`config.mk`:
```
export PLATFORM = sky130hd
export DESIGN_NAME = tdm_transmit
export DESIGN_NICKNAME = d
export VERILOG_FILES = /design/src/rtl/tdm_transmit.sv
export SDC_FILE = /design/constraint.sdc
export NUM_CORES = 1
export LEC_CHECK = 0
export CAP_MARGIN = 20
export CORE_ASPECT_RATIO = 2
export CORE_UTILIZATION = 40
export CTS_CLUSTER_SIZE = 8
export DETAILED_ROUTE_END_ITERATION = 10
export HOLD_SLACK_MARGIN = 0.1
export MAX_ROUTING_LAYER = met4
export PLACE_DENSITY_LB_ADDON = 0.2
export SYNTH_ARGS = -nofsm -noshare
export SYNTH_HDL_FRONTEND = slang
export SYNTH_SLANG_ARGS = --single-unit
```
`constraint.sdc`:
```
create_clock -name clk_in -period 2.25 [get_ports clk_in]
set_input_delay 0.5625 -clock clk_in [delete_from_list [all_inputs] [get_ports clk_in]]
set_output_delay 0.5625 -clock clk_in [all_outputs]
set_load 0.02 [all_outputs]
```
`src/rtl/tdm_transmit.sv`:
```
// tdm_transmit -- TDM slave transmitter (microphone-array emulator).
//
// Runs on the system clock, oversamples the externally driven bit clock and
// frame sync, and serializes one SAMPLE_W-bit sample per 32-bit slot onto
// sd_out, MSB first. The unused tail of each slot is driven 0. The next
// frame's samples are taken through a one-frame-deep valid/ready buffer.
//
// Ports:
//   clk_in           system clock
//   rst_in           synchronous active-high reset
//   sck_in           TDM bit clock (asynchronous to clk_in)
//   ws_in            frame-sync pulse, one sck wide, sampled on sck rise
//   samples_in       next frame's samples, index = slot
//   valid_in         samples_in valid
//   ready_out        pending buffer empty (handshake on valid_in && ready_out)
//   sd_out           serial data (registered)
//   sd_oe_out        high while slot bits are driven (registered)
//   frame_start_out  one-cycle pulse per frame edge
//   underrun_out     one-cycle pulse when a frame edge finds no pending data
//   resync_out       one-cycle pulse when a frame edge cuts a frame short
//
// Build option:
//   TDM_TX_HOLD_LAST_EN  when defined, an underrun retransmits the previous
//                        frame instead of zeros.
module tdm_transmit #(
   parameter int SLOTS    = 2,
   parameter int SAMPLE_W = 24
) (
   input  logic                           clk_in,
   input  logic                           rst_in,
   input  logic                           sck_in,
   input  logic                           ws_in,
   input  logic [SLOTS-1:0][SAMPLE_W-1:0] samples_in,
   input  logic                           valid_in,
   output logic                           ready_out,
   output logic                           sd_out,
   output logic                           sd_oe_out,
   output logic                           frame_start_out,
   output logic                           underrun_out,
   output logic                           resync_out
);

   localparam int FRAME_BITS = SLOTS * 32;
   localparam int CW         = $clog2(FRAME_BITS) + 1;
   localparam logic [CW-1:0] LAST = CW'(FRAME_BITS);

   typedef enum logic {IDLE, SHIFT} state_t;

   state_t                         state, state_n;
   logic [CW-1:0]                  bidx, bidx_n;
   logic [SLOTS-1:0][SAMPLE_W-1:0] pend, pend_n;
   logic [SLOTS-1:0][SAMPLE_W-1:0] shift, shift_n;
   logic                           pend_full, pend_full_n;
   logic                           sd_n, oe_n, fs_n, ur_n, rs_n;

   logic sck_m, sck_s, sck_d;
   logic ws_m, ws_s;
   logic sck_rise, sck_fall, frame_edge;
   logic bit_val;
   logic [4:0]    pos;
   logic [CW-6:0] slot;

   // Two-flop synchronizers plus an sck edge register. All reset to 0 so a
   // reset never manufactures an sck edge.
   always_ff @(posedge clk_in) begin
      if (rst_in) begin
         sck_m <= 1'b0;
         sck_s <= 1'b0;
         sck_d <= 1'b0;
         ws_m  <= 1'b0;
         ws_s  <= 1'b0;
      end else begin
         sck_m <= sck_in;
         sck_s <= sck_m;
         sck_d <= sck_s;
         ws_m  <= ws_in;
         ws_s  <= ws_m;
      end
   end

   assign sck_rise   = sck_s & ~sck_d;
   assign sck_fall   = ~sck_s & sck_d;
   assign frame_edge = sck_rise & ws_s;
   assign ready_out  = ~pend_full;

   // Bit index splits into slot (upper bits) and position within the slot.
   assign pos  = bidx[4:0];
   assign slot = bidx[CW-1:5];

   // Current serial bit; positions at or beyond SAMPLE_W find no match and
   // stay 0, which pads the slot.
   always_comb begin
      bit_val = 1'b0;
      for (int s = 0; s < SLOTS; s++)
         for (int p = 0; p < SAMPLE_W; p++)
            if (slot == (CW-5)'(s) && pos == 5'(SAMPLE_W-1-p))
               bit_val = shift[s][p];
   end

   always_comb begin
      state_n     = state;
      bidx_n      = bidx;
      pend_n      = pend;
      pend_full_n = pend_full;
      shift_n     = shift;
      sd_n        = sd_out;
      oe_n        = sd_oe_out;
      fs_n        = 1'b0;
      ur_n        = 1'b0;
      rs_n        = 1'b0;

      // Handshake only happens while the buffer is empty. A frame edge in the
      // same cycle sees the old (empty) flag, so it underruns and the new
      // data stays pending for the following frame.
      if (valid_in && !pend_full) begin
         pend_n      = samples_in;
         pend_full_n = 1'b1;
      end

      if (frame_edge) begin
         fs_n    = 1'b1;
         state_n = SHIFT;
         bidx_n  = '0;
         if (state == SHIFT && bidx != LAST)
            rs_n = 1'b1;
         if (pend_full) begin
            shift_n     = pend;
            pend_full_n = 1'b0;
         end else begin
            ur_n = 1'b1;
`ifdef TDM_TX_HOLD_LAST_EN
            shift_n = shift;
`else
            shift_n = '0;
`endif
         end
      end else if (sck_fall && state == SHIFT) begin
         if (bidx == LAST) begin
            state_n = IDLE;
            sd_n    = 1'b0;
            oe_n    = 1'b0;
         end else begin
            sd_n   = bit_val;
            oe_n   = 1'b1;
            bidx_n = bidx + 1'b1;
         end
      end
   end

   always_ff @(posedge clk_in) begin
      if (rst_in) begin
         state           <= IDLE;
         bidx            <= '0;
         pend            <= '0;
         pend_full       <= 1'b0;
         shift           <= '0;
         sd_out          <= 1'b0;
         sd_oe_out       <= 1'b0;
         frame_start_out <= 1'b0;
         underrun_out    <= 1'b0;
         resync_out      <= 1'b0;
      end else begin
         state           <= state_n;
         bidx            <= bidx_n;
         pend            <= pend_n;
         pend_full       <= pend_full_n;
         shift           <= shift_n;
         sd_out          <= sd_n;
         sd_oe_out       <= oe_n;
         frame_start_out <= fs_n;
         underrun_out    <= ur_n;
         resync_out      <= rs_n;
      end
   end

endmodule

```
Word level (Yosys, flattened, before mapping)
Cells that the tools add are included.
{ "classes": {"add_sub_neg": 1, "n_eq_ne": 26, "mux": 60, "bitwise": 8, "n_reduce_logical": 61} }
{ "op_table": {"columns": ["op", "count"], "rows": [
  ["2-to-1 mux 1 bit", 59],
  ["logical AND 1 bit", 51],
  ["2-to-1 mux 48 bit", 1],
  ["== test 5 x 4 -> 1 bit, second input constant", 8],
  ["== test 5 bit, second input constant", 8],
  ["== test 5 x 3 -> 1 bit, second input constant", 4],
  ["== test 5 x 2 -> 1 bit, second input constant", 2],
  ["adder 7 x 1 -> 7 bit, second input constant", 1],
  ["== test 7 bit, second input constant", 1],
  ["!= test 7 bit, second input constant", 1],
  ["AND reduction 2 bit", 3],
  ["== test 5 x 1 -> 1 bit, second input constant", 1],
  ["zero test 5 bit", 1],
  ["NOT 1 bit", 5],
  ["nonzero test 2 bit", 2],
  ["OR reduction 2 bit", 2],
  ["bitwise AND 1 bit", 3],
  ["== test 2 x 1 -> 1 bit, second input constant", 1],
  ["zero test 2 bit", 1],
  ["zero test 1 bit", 1]
]} }
{ "totals": {"reg_bits": 115, "input_bits": 53, "out_inout_bits": 6, "elab_cells": 173} }

Logic depth before layout (Yosys ltp)
Gate-level depths: netlist (run 1).
{ "logic_depth": {"depth_word": 51, "depth_mapped": 11, "mapped_depth_nobuf": 10} }

Worst setup path before layout (run 1)
OpenSTA, ideal clock, no wires.
{ "synth_path": {"path_type": "register to register", "from": "register bidx[0]", "to": "register sd_out", "setup_time_ps": 131, "arrival_time_ps": 2141, "required_time_ps": 2119, "setup_slack_ps": -22, "stages_incl_launch_ff": 11, "path_buffers": 1, "synth_period_minus_slack_ps": 2272, "path_cell_list": "dfxtp_1 ha_1 clkbuf_1 inv_1 nor3_1 ha_1 inv_1 o21ai_0 o31ai_2 a2111oi_2 a211oi_2"} }
{ "synth_between": {"elab_chain_cells": 51, "elab_cells_between_ends": 122, "classes_between": "24 x eq/ne; 49 x mux; 49 x reduce/logical"} }
{ "synth_rtl": {"columns": ["item", "line_no", "text"], "rows": [
  ["from (decl)", "50", "logic [CW-1:0] bidx, bidx_n;"],
  ["from (signal assigned)", "164", "bidx <= bidx_n;"],
  ["== test 5 bit", "96", "if (slot == (CW-5)'(s) && pos == 5'(SAMPLE_W-1-p))"],
  ["logical AND 1 bit", "96", null],
  ["2-to-1 mux 1 bit (48 in series)", "96", null],
  ["2-to-1 mux 1 bit (*)", "138", "if (bidx == LAST) begin"],
  ["to (signal assigned)", "168", "sd_out <= sd_n;"],
  ["to (decl)", "36", "output logic sd_out,"]
]} }
Mark *: on every way between the ends. The rest lies on a longest branch, timed or not.
A chain may end at the register's enable or synchronous reset.

Worst setup path after layout (run 1)
Ends and elaborated chain as after synthesis.

==> results of run 1 <==
[worst reg2reg max path: cells and delay by family, from the launching register on]
family | cells | cell delay, ns
buf+inv | 2 | 0.24
fa+ha+maj | 1 | 0.20
simple gates | 1 | 0.22
flops | 1 | 0.37
compound gates | 5 | 0.99
[metal layers]
layer / vias up / part of all wire / track usage
met5: - / 0 / -
met4: 0 / 0.056 / 0.171
met3: 50 / 0.021 / 0.0444
met2: 83 / 0.54 / 0.453
met1: 2072 / 0.38 / 0.250
li1: 2144 / - / -
[cells by family after synthesis]
group / Yosys count
fa+ha+maj: 5
xor+xnor: 5
compound gates: 179
buf+inv: 59
flops: 115
simple gates: 204
[area by class of cell]
type	count	area, um^2
fillers	1109	5330
multi-input cells	393	2360
flip-flops and latches	115	2310
repair buffers	96	948
clock buffers	17	425
well taps	145	181
clock inverters	15	148
inverters	17	63.8
[through the flow]
step	worst slack (ns)	area, um^2	cells
floorplan	0.0615	4860	567
global placement	0.0447	5810	765
detailed placement	-0.0175	5810	765
CTS	0.00109	6400	797
global route	-0.0126	6440	798
finish	0.107	6440	798
[worst paths after layout]
path                            depth (start not counted)               endpoint  slack [ns]
worst max-delay path                                    9    sd_out$_SDFFE_PP0P_        0.11
worst min-delay path                                    2  pend[39]$_SDFFE_PP0P_        0.41
worst max register to register                          9    sd_out$_SDFFE_PP0P_        0.11
worst min register to register                          1        ws_s$_SDFF_PP0_        0.45
[flip-flops by register name, summed over array words and instances (netlist names)]
register	flops
bidx	7
frame_start_out	1
pend	48
pend_full	1
resync_out	1
sck_d	1
sck_m	1
sck_s	1
sd_oe_out	1
sd_out	1
shift	48
state	1
underrun_out	1
ws_m	1
ws_s	1
[power breakdown]
group          internal (uW)  switching (uW)  leakage (uW)  total, uW
clock network           1550            1070      0.000279       2620
logic                    144             145       0.00119        289
registers               2100            35.5      0.000936       2130
[repair_timing]
action | 4_1_cts | 5_1_grt
pin swaps | 0 | 7
setup buffers | 0 | 1
gates resized for setup | 5 | 11
gates cloned | 0 | 0
setup endpoints to repair | 1 | 1
[cells in the final DEF (no fill, tap or decap), types with 7 or more instances in the layout]
| master | n |
|---|---|
| a21oi_1 | 70 |
| a22o_1 | 43 |
| a31oi_1 | 7 |
| buf_12 | 7 |
| buf_4 | 31 |
| clkbuf_16 | 17 |
| clkdlybuf4s50_1 | 57 |
| dfxtp_1 | 113 |
| inv_1 | 17 |
| nand2_1 | 118 |
| nand3_1 | 9 |
| nor2_1 | 11 |
| nor2b_1 | 18 |
| o211ai_1 | 7 |
| o21ai_0 | 18 |
==> results.py, run 1 <==
metrics = {
    "logic_synthesis": {
        "synth_fa_ha_area_frac": 0.0129,
        "post-synth-top-area-cell": "dfxtp_1",
        "synth-xor-area-share": 0.00900,
        "synth_flop_cell": "dfxtp_1",
        "avgSynthCellArea_um2": 8.58,
        "yosys.area.top_type_share": 0.473,
        "synth-seq-area-share": 0.473,
        "yosys.area_share.simple": 0.205,
        "synth_top_family_by_area": "compound AO/OA/AOI/OAI gates",
        "muxShareOfSynthArea": 0,
        "post-synth-top-count-cell": "nand2_1",
        "synth_cells": 567,
        "synth-seq-cells": 115,
        "synth_cell_types": 59,
        "yosys_warnings": 0,
        "synth_compound_area_frac": 0.248,
        "async_flop_share": 0,
        "synthTopCellsByCount": "nand2_1, dfxtp_1, a21oi_1",
        "synth-edff-count": 0,
        "ys_top_cells_by_area": "dfxtp_1, nand2_1, a22o_1, a21oi_1, nor2b_1",
        "synthesis.nets": 625,
        "syn_area_mm2": 0.00486,
    },
    "global_route": {
        "grt_pass1_wl_mm": 22.9,
        "grt_pass1_vias": 4447,
        "grt_max_degree": 50,
        "grt_usage": 0.256,
        "grt.overflow.total": 0,
        "antenna_found_initial": 0,
    },
    "clock_tree": {
        "htreeDepth": 4,
        "ctsHoldBuffers": 0,
        "cts_buffers": 17,
        "cts_tree": "yes",
        "clock_sinks": 115,
        "clk_latency_ns": 0.42,
        "cts-root-buf": "clkbuf_16",
        "clkTransAtPathRegs_ns": 0.06,
        "clk_path_buf_depth": 2,
    },
    "sta": {
        "finalCriticalPeriod_ns": 2.14,
        "tns_ns": 0,
        "max_slew_margin": 0.613,
        "final-setup-viol-count": 0,
        "worst_pin_slew_ns": 0.579,
        "finalHoldWorstSlack_ns": 0.406,
        "hold_viol": 0,
        "fin_skew_ns": 0.00680,
        "layout_worst_path_cycle_share": 0.952,
        "fmax_mhz": 467,
        "maxSlewViolCount": 0,
    },
    "run_status": {
        "status": "completed",
    },
    "detailed_routing": {
        "vias": 4349,
        "drt-total-wl_mm": 14.4,
        "drt_first_pass_iters": 4,
        "via_per_inst": 5.45,
        "drt-initial-drc-count": 171,
        "drc": 0,
        "wire_per_inst_um": 18.1,
        "antenna_left": 0,
    },
    "power": {
        "leakage_uw": 0.00241,
        "total_power_uw": 5040,
        "power_density_mw_per_mm2": 782,
        "ir_drop_v": 0.000584,
    },
    "critical_path": {
        "crit_fanout": 10,
        "cp_top_family": "compound AO/OA/AOI/OAI gates",
        "startpoint": "bidx[0]$_SDFFE_PP0P_",
        "worstSetupStartpointType": "flip-flop",
        "critPathKind": "flip-flop to flip-flop",
        "critical_path.max_stage_delay_ns": 0.40,
        "cp_slowest_cell": "a2111oi_2",
        "cp_data_required_time_ns": 2.54,
        "crit_top_cell": "a211oi_2",
        "timing.critical_path.buf_inv": 2,
        "rr_startpoint": "bidx[0]$_SDFFE_PP0P_",
        "arrival_ns": 2.44,
        "path_cells": "inv_1 > ha_1 > buf_4 > nor3b_1 > o21ai_1 > a211oi_2 > a21oi_2 > a2111oi_2 > a211oi_2",
        "cp-end-kind": "flip-flop",
    },
    "job": {
        "maxCapViolations": 0,
    },
    "placed_design": {
        "dp_hpwl_mm": 10.4,
        "numPortBuffers": 58,
        "gp_congestion": 0.930,
    },
    "floorplanning": {
        "die_y_um": 158,
        "core-area_mm2": 0.0118,
        "initial_core_util": 0.413,
        "die_w_um": 80.0,
        "num_io_pins": 59,
        "rows": 56,
        "design.die.area_mm2": 0.0126,
    },
    "finish": {
        "finalNetCount": 698,
        "fin_util": 0.547,
        "num_antenna_cells": 0,
        "area_delta_synth_final_pct": 32.4,
        "drive_gt1_frac": 0.155,
    },
    "hold_path": {
        "hold_path.class": "input pin to flip-flop",
        "worstHoldStart": "rst_in",
    },
}
No activity file was read; power rests on OpenSTA's default activity.
==> run 2, diff against run 1 <==
--- a/config.mk
+++ b/config.mk
@@ -13,6 +13,8 @@
 export HOLD_SLACK_MARGIN = 0.1
 export MAX_ROUTING_LAYER = met4
 export PLACE_DENSITY_LB_ADDON = 0.2
+export REMOVE_ABC_BUFFERS = 1
+export SLEW_MARGIN = 15
 export SYNTH_ARGS = -nofsm -noshare
 export SYNTH_HDL_FRONTEND = slang
 export SYNTH_SLANG_ARGS = --single-unit
==> results.py, run 2 (synthesized netlist as in run 1, its figures left out) <==
metrics = {
    "global_route": {
        "grt_usage": 0.234,
        "grt_pass1_wl_mm": 21.4,
        "grt_pass1_vias": 4239,
        "grt.overflow.total": 0,
        "grt_max_degree": 50,
        "antenna_found_initial": 0,
    },
    "finish": {
        "fin_cells": 799,
        "num_antenna_cells": 0,
        "finalNetCount": 699,
        "top_regs": "pend (48), shift (48), bidx (7)",
        "mostFrequentLayoutCells": "nand2_1, dfxtp_1, a21oi_1, clkdlybuf4s50_1, a22o_1",
        "drive_gt1_frac": 0.151,
        "final_common_cell": "nand2_1",
        "area_delta_synth_final_pct": 33.0,
    },
    "sta": {
        "maxSlewViolCount": 0,
        "fin_skew_ns": 0.00639,
        "finalHoldWorstSlack_ns": 0.451,
        "tns_ns": 0,
        "max_slew_margin": 0.582,
        "rsz0062_at_grt": "false",
        "fmax_mhz": 467,
        "hold_viol": 0,
        "layout_worst_path_cycle_share": 0.952,
        "final-setup-viol-count": 0,
        "finalCriticalPeriod_ns": 2.14,
        "worst_pin_slew_ns": 0.626,
    },
    "detailed_routing": {
        "drt-initial-drc-count": 208,
        "antenna_left": 0,
        "drc": 0,
        "route.met2.wl_mm": 7.50,
        "highest_layer": "met4",
        "wl_met3_um": 411,
        "drt_first_pass_iters": 4,
        "wire_per_inst_um": 16.7,
        "via_per_inst": 5.43,
        "drt-total-wl_mm": 13.4,
        "vias": 4342,
        "wl_met1_mm": 5.09,
    },
    "critical_path": {
        "ff2ff_setup_slack_ns": 0.11,
        "rr_startpoint": "bidx[1]$_SDFFE_PP0P_",
        "critPathKind": "flip-flop to flip-flop",
        "cp-end-kind": "flip-flop",
        "cp_data_required_time_ns": 2.54,
        "worstSetupStartpointType": "flip-flop",
        "r2r-end": "sd_out$_SDFFE_PP0P_",
        "arrival_ns": 2.43,
        "crit_fanout": 16,
        "r2r_cells": 9,
    },
    "hold_path": {
        "worstHoldStart": "pend[25]$_SDFFE_PP0P_",
        "hold_depth": 2,
        "holdPathEnd": "pend[25]$_SDFFE_PP0P_",
        "hold_path.class": "flip-flop to flip-flop",
    },
    "placed_design": {
        "numPortBuffers": 58,
        "gp_congestion": 0.935,
        "post-place-cells": 766,
        "dp_hpwl_mm": 9.62,
    },
    "run_status": {
        "status": "completed",
    },
    "power": {
        "total_power_uw": 5170,
        "leakage_uw": 0.00243,
        "power_density_mw_per_mm2": 799,
        "ir_drop_v": 0.000687,
    },
    "floorplanning": {
        "design.die.area_mm2": 0.0126,
        "core-area_mm2": 0.0118,
        "die_w_um": 80.0,
        "initial_core_util": 0.413,
        "num_io_pins": 59,
        "die_y_um": 158,
        "rows": 56,
    },
    "clock_tree": {
        "cts_tree": "yes",
        "clk_path_buf_depth": 2,
        "clock_sinks": 115,
        "clk_latency_ns": 0.41,
        "htreeDepth": 4,
        "cts-root-buf": "clkbuf_16",
        "ctsHoldBuffers": 0,
        "clkTransAtPathRegs_ns": 0.05,
        "cts_buffers": 17,
    },
    "job": {
        "maxCapViolations": 0,
    },
}
-- run 2: cell types whose count changed in the layout (fill, tap and decap cells not counted), moves of 2 or more --
cell / delta
buf_12: -3
inv_6: -2
a211oi_2: -2
buf_4: +4
ha_2: -2
ha_1: +2
nor3_2: -2
clkinv_4: +2
a211oi_1: +2
nor3_1: +2
bufinv_16: +2
inv_8: -2
-- run 2: final cells by class --
cell class,instances,area [um^2]
clock buffer,18,439
inverter,17,63.8
multi-input combinational,393,2380
sequential,115,2310
tap,145,181
fill,1126,5300
clock inverter,14,178
timing repair buffer,97,918
-- run 2: metrics by stage --
step	setup WS (ns)	instance area, um^2	utilization
2_1_floorplan	-0.240	4670	-
3_3_place_gp	0.0825	5780	0.491
3_5_place_dp	0.0292	5780	0.491
4_1_cts	0.0225	6390	0.543
5_1_grt	0.0000580	6470	0.550
6_report	0.108	6470	0.550
-- run 2: metal layers --
metal  vias up  track usage
met4         0        0.129
met5         -            -
met2        97        0.417
li1       2152            -
met1      2064        0.239
met3        29       0.0409
-- run 2: worst max-delay path by stage --
stage,from,endpoint,slack (ns),cells after the start
after floorplan,rst_in,shift[0]$_SDFFE_PP0P_,-0.24,2
after global placement,bidx[1]$_SDFFE_PP0P_,sd_out$_SDFFE_PP0P_,0.08,8
after detailed placement,bidx[1]$_SDFFE_PP0P_,sd_out$_SDFFE_PP0P_,0.03,9
after CTS,bidx[1]$_SDFFE_PP0P_,sd_out$_SDFFE_PP0P_,0.02,9
after global routing,bidx[1]$_SDFFE_PP0P_,sd_out$_SDFFE_PP0P_,0.00006,10
final,bidx[1]$_SDFFE_PP0P_,sd_out$_SDFFE_PP0P_,0.11,9
-- run 2: timing repair --
| item | 4_1_cts | 5_1_grt |
|---|---|---|
| buffers inserted | 0 | 1 |
| endpoints found under the hold margin | 0 | 0 |
| endpoints found under the setup margin | 0 | 1 |
| gates resized for setup | 0 | 14 |
-- run 2: worst max-delay path: stages (launching register included) --
cell and delay (ns):
dfxtp_4 0.37, inv_1 0.07, ha_1 0.21, buf_12 0.16
nand3_1 0.09, o211ai_1 0.11, a211oi_1 0.43, a21oi_2 0.18
a221oi_2 0.31, a211oi_2 0.10
-- run 2: report_power, final --
group          switching [uW]  internal, uW
Sequential               33.4          2100
Clock                     967          1780
Combinational             146           140
